### src/rtl/bsg_test_node_client_gen.sv
// Ring test-node client: filters ring packets by destination ID into the core, tags core payloads onto the ring.
// Optional statistics counters are built only when BSG_TEST_NODE_CLIENT_STATS_EN is defined.

module bsg_test_node_client_fifo #(
    parameter int width_p = 64,
    parameter int els_p   = 4
) (
    input  logic               clk_i,
    input  logic               reset_n_i,
    input  logic               enq_i,
    input  logic [width_p-1:0] data_i,
    input  logic               deq_i,
    output logic [width_p-1:0] data_o,
    output logic               full_o,
    output logic               empty_o
);

    localparam int addr_w = $clog2(els_p);
    localparam logic [addr_w:0] ptr_one = (addr_w+1)'(1);

    // Extra MSB on each pointer flips on wrap, so equal addresses mean full or empty depending on it
    logic [addr_w:0]      wr_ptr;
    logic [addr_w:0]      rd_ptr;
    logic [width_p-1:0]   mem [els_p];
    logic                 push;
    logic                 pop;

    assign empty_o = (wr_ptr == rd_ptr);
    assign full_o  = (wr_ptr[addr_w] != rd_ptr[addr_w]) &&
                     (wr_ptr[addr_w-1:0] == rd_ptr[addr_w-1:0]);
    assign push    = enq_i & ~full_o;
    assign pop     = deq_i & ~empty_o;
    assign data_o  = mem[rd_ptr[addr_w-1:0]];

    always_ff @(posedge clk_i or negedge reset_n_i) begin
        if (!reset_n_i) begin
            wr_ptr <= '0;
            rd_ptr <= '0;
        end else begin
            if (push) wr_ptr <= wr_ptr + ptr_one;
            if (pop)  rd_ptr <= rd_ptr + ptr_one;
        end
    end

    always_ff @(posedge clk_i) begin
        if (push) mem[wr_ptr[addr_w-1:0]] <= data_i;
    end

endmodule

module bsg_test_node_client_gen #(
    parameter int ring_width_p    = 80,
    parameter int payload_width_p = 64,
    parameter int id_width_p      = 4,
    parameter int client_id_p     = 0,
    parameter int fifo_els_p      = 4
) (
    input  logic                       clk_i,
    input  logic                       reset_n_i,
    input  logic                       en_i,
    input  logic                       v_i,
    input  logic [ring_width_p-1:0]    data_i,
    output logic                       ready_o,
    output logic                       v_o,
    output logic [ring_width_p-1:0]    data_o,
    input  logic                       yumi_i,
    output logic                       core_v_o,
    output logic [payload_width_p-1:0] core_data_o,
    input  logic                       core_ready_i,
    input  logic                       core_v_i,
    input  logic [payload_width_p-1:0] core_data_i,
    output logic                       core_ready_o,
    output logic [15:0]                rx_count_o,
    output logic [15:0]                tx_count_o,
    output logic [15:0]                drop_count_o
);

    if (ring_width_p < id_width_p + payload_width_p) begin : g_width_check
        $error("ring_width_p must hold id_width_p + payload_width_p bits");
    end

    localparam logic [id_width_p-1:0] my_id = id_width_p'(client_id_p);

    logic [id_width_p-1:0]      dest;
    logic                       accept;
    logic                       match;
    logic                       in_enq;
    logic                       in_deq;
    logic                       in_full;
    logic                       in_empty;
    logic                       out_enq;
    logic                       out_deq;
    logic                       out_full;
    logic                       out_empty;
    logic [payload_width_p-1:0] out_head;
    logic                       data_unused;

    // Pad bits between the ID and payload are ignored on receive
    assign data_unused = ^data_i;
    assign dest        = data_i[ring_width_p-1 -: id_width_p];
    assign match       = (dest == my_id) || (dest == {id_width_p{1'b1}});
    assign ready_o     = ~in_full;
    assign accept      = v_i & ready_o;
    assign in_enq      = accept & match;
    assign core_v_o    = en_i & ~in_empty;
    assign in_deq      = core_v_o & core_ready_i;

    assign core_ready_o = ~out_full;
    assign out_enq      = core_v_i & core_ready_o;
    assign v_o          = ~out_empty;
    assign out_deq      = yumi_i & v_o;

    bsg_test_node_client_fifo #(
        .width_p (payload_width_p),
        .els_p   (fifo_els_p)
    ) in_fifo (
        .clk_i     (clk_i),
        .reset_n_i (reset_n_i),
        .enq_i     (in_enq),
        .data_i    (data_i[payload_width_p-1:0]),
        .deq_i     (in_deq),
        .data_o    (core_data_o),
        .full_o    (in_full),
        .empty_o   (in_empty)
    );

    bsg_test_node_client_fifo #(
        .width_p (payload_width_p),
        .els_p   (fifo_els_p)
    ) out_fifo (
        .clk_i     (clk_i),
        .reset_n_i (reset_n_i),
        .enq_i     (out_enq),
        .data_i    (core_data_i),
        .deq_i     (out_deq),
        .data_o    (out_head),
        .full_o    (out_full),
        .empty_o   (out_empty)
    );

    always_comb begin
        data_o = '0;
        data_o[ring_width_p-1 -: id_width_p] = my_id;
        data_o[payload_width_p-1:0]          = out_head;
    end

`ifdef BSG_TEST_NODE_CLIENT_STATS_EN
    logic [15:0] rx_count;
    logic [15:0] tx_count;
    logic [15:0] drop_count;

    // Counters stick at all-ones instead of wrapping
    always_ff @(posedge clk_i or negedge reset_n_i) begin
        if (!reset_n_i) begin
            rx_count   <= '0;
            tx_count   <= '0;
            drop_count <= '0;
        end else begin
            if (in_enq && rx_count != 16'hFFFF)              rx_count   <= rx_count + 16'd1;
            if (out_deq && tx_count != 16'hFFFF)             tx_count   <= tx_count + 16'd1;
            if (accept && !match && drop_count != 16'hFFFF)  drop_count <= drop_count + 16'd1;
        end
    end

    assign rx_count_o   = rx_count;
    assign tx_count_o   = tx_count;
    assign drop_count_o = drop_count;
`else
    assign rx_count_o   = '0;
    assign tx_count_o   = '0;
    assign drop_count_o = '0;
`endif

endmodule

### config.mk
export PLATFORM = sky130hd
export DESIGN_NAME = bsg_test_node_client_gen
export DESIGN_NICKNAME = d
export VERILOG_FILES = /design/src/rtl/bsg_test_node_client_gen.sv
export SDC_FILE = /design/constraint.sdc
export NUM_CORES = 1
export LEC_CHECK = 0
export BUFFER_PORTS_ARGS = -buffer_cell sky130_fd_sc_hd__buf_2
export CORE_MARGIN = 3
export CORE_UTILIZATION = 30
export DETAILED_ROUTE_END_ITERATION = 8
export PLACE_DENSITY = 0.47
export RECOVER_POWER = 100
export SETUP_SLACK_MARGIN = 0.5
export SYNTH_ARGS = -nofsm -noshare
export SYNTH_HDL_FRONTEND = slang
export SYNTH_HIERARCHICAL = 1
export SYNTH_SLANG_ARGS = --single-unit
export TNS_END_PERCENT = 100
### constraint.sdc
create_clock -name clk_i -period 4.9 [get_ports clk_i]
set_input_delay 0.49 -clock clk_i [delete_from_list [all_inputs] [get_ports clk_i]]
set_output_delay 0.49 -clock clk_i [all_outputs]
set_load 0.005 [all_outputs]
Yosys cells after proc, flatten, opt, wreduce, memory -nomap -nowiden
Memories as Yosys holds them, arrays and structs flattened.
Index checks and enable logic that the tools add are counted.
{"block": "word_totals", "word_cells": 39, "latchBits": 0, "n_memories": 2, "input_bits": 151, "mem_bits_rw": 512, "ff_bits": 12, "output_inout_bits": 196, "romBits": 0}
{"block": "op_classes", "n_bitwise": 14, "multipliers": 0, "n_reduce_logical": 4, "addsub": 4, "shifts": 0, "n_mux": 4, "order_cmp": 0, "div_mod_pow": 0, "n_eq_ne": 7}
{"name": "in_fifo.mem", "depth": 4, "width": 64, "read_ports": 1, "rd_ports_with_merged_regs": 0, "wr": 1, "line": "24", "text": "logic [width_p-1:0] mem [els_p];"}
{"name": "out_fifo.mem", "depth": 4, "width": 64, "read_ports": 1, "rd_ports_with_merged_regs": 0, "wr": 1, "line": "24"}
{"cell": "3-bit by 1-bit adder with 3-bit output, second input constant", "count": 4}
{"cell": "1-bit bitwise AND", "count": 10}
{"cell": "3-bit == test", "count": 2}
{"cell": "2-bit == test", "count": 2}
{"cell": "4-bit == test, second input constant", "count": 1}
{"cell": "4-bit logical NOT", "count": 1}
{"cell": "1-bit 2-to-1 mux", "count": 4}
{"cell": "1-bit NOT", "count": 4}
{"cell": "1-bit logical AND", "count": 2}
{"cell": "1-bit != test", "count": 2}
{"cell": "1-bit logical OR", "count": 1}

Longest topological paths before layout
{"block": "logic_depth", "ltp_word": 8, "ltp_mapped": 9, "ltp_nobuf": 8}

By module
The synthesis kept the hierarchy.
{"mod": "bsg_test_node_client_fifo", "seq_area_each_um2": 7837.5, "area_each_um2": 9731.8, "cells_each": 384, "n_inst": 2}
{"mod": "bsg_test_node_client_gen", "seq_area_each_um2": 0.0, "area_each_um2": 545.5, "cells_each": 76, "n_inst": 1}

Least setup slack after synthesis
No wires, ideal clock.
{"block": "synth_path", "kind": "input to register", "from": "input port data_i[76]", "to": "memory in_fifo.mem[3][0] (enable)", "slack_ns": 1.019, "arrival_ns": 3.429, "path_buffers": 0, "path_stages": 4, "setup_time_ns": 0.452, "required_ns": 4.448, "path_cell_list": "or4_1 a21oi_1 nand2_1 a31oi_2"}
{"block": "synth_between", "elab_chain_cells": 6, "word_cells_on_any_way": 7, "classes_between": "1 x eq/ne; 2 x mux; 2 x bitwise; 2 x reduce/logical"}
{"element": "from (decl)", "line": "62", "text": "input logic [ring_width_p-1:0] data_i,"}
{"element": "4-bit == test / 4-bit logical NOT (equally long branches)", "line": "101", "text": "assign match = (dest == my_id) || (dest == {id_width_p{1'b1}});"}
{"element": "1-bit logical OR *", "line": "101"}
{"element": "1-bit bitwise AND *", "line": "104", "text": "assign in_enq = accept & match;"}
{"element": "named net in_enq", "line": "87", "text": "logic in_enq;"}
{"element": "1-bit bitwise AND *", "line": "31", "text": "assign push = enq_i & ~full_o;"}
{"element": "1-bit 2-to-1 mux *", "line": "46", "text": "if (push) mem[wr_ptr[addr_w-1:0]] <= data_i;"}
{"element": "1-bit 2-to-1 mux (implied by the code) *", "line": "46"}
{"element": "to (decl)", "line": "24"}
Mark *: on every way through the listed nets, which the timed path passes. The rest lies on a longest branch.

Worst setup path in the final report
{"block": "layout_path", "from": "register in_fifo.rd_ptr[1]", "to": "output port core_data_o[24]"}
{"block": "layout_between", "elab_chain_cells": 1}
{"element": "from (decl)", "line": "23", "text": "logic [addr_w:0] rd_ptr;"}
{"element": "from (signal assigned)", "line": "41", "text": "if (pop) rd_ptr <= rd_ptr + ptr_one;"}
{"element": "memory read 4 x 64 bit"}
{"element": "to (decl)", "line": "68", "text": "output logic [payload_width_p-1:0] core_data_o,"}
No other way between the ends.

==> flow_summary.yaml <==
cells_and_area:
  fin_nets: 1320
  final_area_sq_mm: 0.0237
  fin_cells: 2069
  fill_cells: 6238
  synthToLayoutAreaGrowth_pct: 18.2
  post-route-util: 0.359
  drive_gt1_frac: 0.221
power:
  cellPowerDensity_mw_per_mm2: 559
  p_leak_nw: 7.46
  ir_drop_mv: 0.278
clocking:
  cts_htree_levels: 2
  cts_made_buffers: 57
  cts.clk_slew.worst_paths_ns: 0.06
  clk_path_buf_depth: 3
  clk-insertion-delay-late_ns: 0.60
  ctsResizeCount: 0
  clock-sinks: 524
  cts_tree: "built"
  cts_root_buffer: "clkbuf_16"
critical_path:
  critPathMaxFanout: 53
  critical_path_class: "reg -> out"
  r2r_slack_ns: 0.92
  endpoint_kind: "output pin"
  cp_slowest_cell: "clkbuf_2"
  slowest_delay_ns: 1.33
  cp_cell_sequence: "clkbuf_2 -> mux4_2 -> clkbuf_1"
  worstRegToRegCells: 6
  cp-start-kind: "flop"
  arrival_ns: 3.56
  rr_startpoint: "out_fifo/rd_ptr[0]$_DFFE_PN0P_"
  timing.rr.end: "out_fifo/mem[0][51]$_DFFE_PP_"
  required_ns: 4.41
synth:
  ys_seq_area_frac: 0.783
  synth-warning-count: 6
  syn_area_sq_mm: 0.0200
  syn_inst: 844
  synth_enable_flop_cells: 512
  async_flop_share: 0.0229
  ys_dominant_reg_cell: "edfxtp_1"
  synthDistinctLibCells: 29
  synth-seq-cells: 524
  avgSynthCellArea_sq_um: 23.7
timing:
  setup_slack_ns: 0.855
  fin_setup_tns_ns: 0
  finalCriticalPeriod_ns: 4.05
  timing_worst_slew_pin_value_ns: 1.72
  slew_headroom: -0.146
  timing.final.crit_share: 0.826
  setup_viol: 0
  finClkSkew_ns: 0.0167
  grt_setup_unrepaired: "no"
  final_hold_viol_count: 0
  max_freq_mhz: 247
  slew_violations: 123
routing:
  wl_met2_um: 22000
  top_layer: "met5"
  ant_nets: 0
  drt_iter0_drc: 505
  drcViolationCount: 0
  first_pass_iters: 4
  routed-via-count: 9195
  wire_per_inst_um: 20.9
  viasPerCell: 4.44
  wl_met1_um: 17900
  met3WireLength_um: 2090
  finalWirelength_um: 43300
status:
  violations: "capacitance limit, slew limit"
  status: "complete, but fails checks"
placed_design:
  dp.cells: 1963
  numPortBuffers: 270
  dp_hpwl_um: 26500
  place.gp.congestion: 0.713
  place_ws_ns: 1.27
  placed_area_sq_mm: 0.0222
global_route:
  grt-ovfl-total: 0
  grt_pass1_wl_um: 64700
  first_global_vias: 9864
  antenna_found_initial: 2
  grt.total_usage: 0.122
  grt_start_max_net_pins: 65
floorplan:
  io_pins: 347
  dieArea_sq_mm: 0.0698
  initial_utilization: 0.304
  die_h_um: 264
  core-area_sq_mm: 0.0659
  rows: 94
  die_w_um: 264
min_path:
  worstHoldEndpoint: "out_fifo/mem[0][28]$_DFFE_PP_"
  hold_start: "core_data_i[28]"
  min_path_cells: 1
  hold_class: "in -> reg"
run:
  cap_violations: 3
[stage by stage]
step	power, mW	hold WS, ns
3_3_place_gp	9.48	0.427
6_report	13.2	0.133
5_1_grt	14.0	0.117
4_1_cts	13.7	0.0363
3_5_place_dp	9.50	0.424
2_1_floorplan	8.12	0.194
[cell usage after synthesis, types with 9 or more instances]
cell,number,area (sq um)
edfxtp_1,512,15400
mux4_2,128,2880
buf_4,66,495
buf_2,12,60.1
dfrtp_1,12,300
inv_1,11,41.3
buf_6,10,113
ha_1,10,125
o31ai_1,10,75.1
xnor2_1,10,87.6
a21oi_1,9,45.0
[what timing repair did]
action / 4_1_cts / 5_1_grt
hold endpoints to repair: 12 / 0
hold buffers: 1 / 0
setup buffers: 0 / 0
[layout by cell type (no fill, tap or decap), drive strengths merged]
cell,instances
xnor2,10
conb,64
ha,10
dfrtp,12
inv,14
edfxtp,512
nor3,4
nand3,2
a31oi,2
clkinv,18
nand2b,5
bufinv,4
a211oi,4
clkbuf,324
mux4,128
o31ai,10
dlygate4sd3,1
and3,6
buf,43
nand4,1
and2,1
a21boi,2
or4,1
a21oi,9
xor2,8
nand2,6
nor2b,3
diode,1
[area by class of cell]
class	count	area, sq um	share of cell area
diodes	1	2.50	0.000106
clock buffers	79	1560	0.0659
clock inverters	25	255	0.0108
inverters	11	41.3	0.00175
multi-input cells	276	3790	0.160
flip-flops and latches	524	15700	0.663
well taps	864	1080	0.0457
repair buffers	289	1240	0.0525
[state kept, by name, indices dropped and copies added, names as in the netlist]
register         flops
out_fifo/mem       256
out_fifo/rd_ptr      3
in_fifo/wr_ptr       3
in_fifo/rd_ptr       3
in_fifo/mem        256
out_fifo/wr_ptr      3
[critical path, delay by kind of cell (launching register included)]
family / cells / cell delay, ns
multiplexers: 1 / 0.44
flip-flops: 1 / 0.89
buffers and inverters: 2 / 1.54
[logic make-up (layout without fill, tap and decap cells)]
family,count (synthesis),count (layout),synth area share
flops,524,524,0.783
mux,128,128,0.144
buf+inv,107,404,0.0381
simple gates,29,29,0.00800
compound gates,27,27,0.00950
xor+xnor,18,18,0.0105
fa+ha+maj,10,10,0.00625
other cells,1,65,0.000187
[how the worst max path moves through the flow]
stage	start	end	slack [ns]
after floorplan	data_i[76]	in_fifo/mem[3][0]$_DFFE_PP_	1.02
after global placement	in_fifo/rd_ptr[0]$_DFFE_PN0P_	in_fifo/mem[3][10]$_DFFE_PP_	1.36
after detailed placement	in_fifo/rd_ptr[0]$_DFFE_PN0P_	in_fifo/mem[3][10]$_DFFE_PP_	1.27
after CTS	out_fifo/rd_ptr[0]$_DFFE_PN0P_	data_o[35]	1.15
after global routing	out_fifo/rd_ptr[0]$_DFFE_PN0P_	out_fifo/mem[0][45]$_DFFE_PP_	0.56
final	in_fifo/rd_ptr[1]$_DFFE_PN0P_	core_data_o[24]	0.85
[layer usage]
metal / global-route usage / up-vias
li1: - / 4034
met1: 0.156 / 4846
met2: 0.208 / 227
met3: 0.0267 / 86
met4: 0.0402 / 2
met5: 0 / -
[report_power, final]
part / internal [mW] / total (mW) / switching (mW)
clock: 2.43 / 4.14 / 1.71
combinational: 1.43 / 3.15 / 1.71
sequential: 5.61 / 5.94 / 0.334
(Power assumes the default switching activity.)
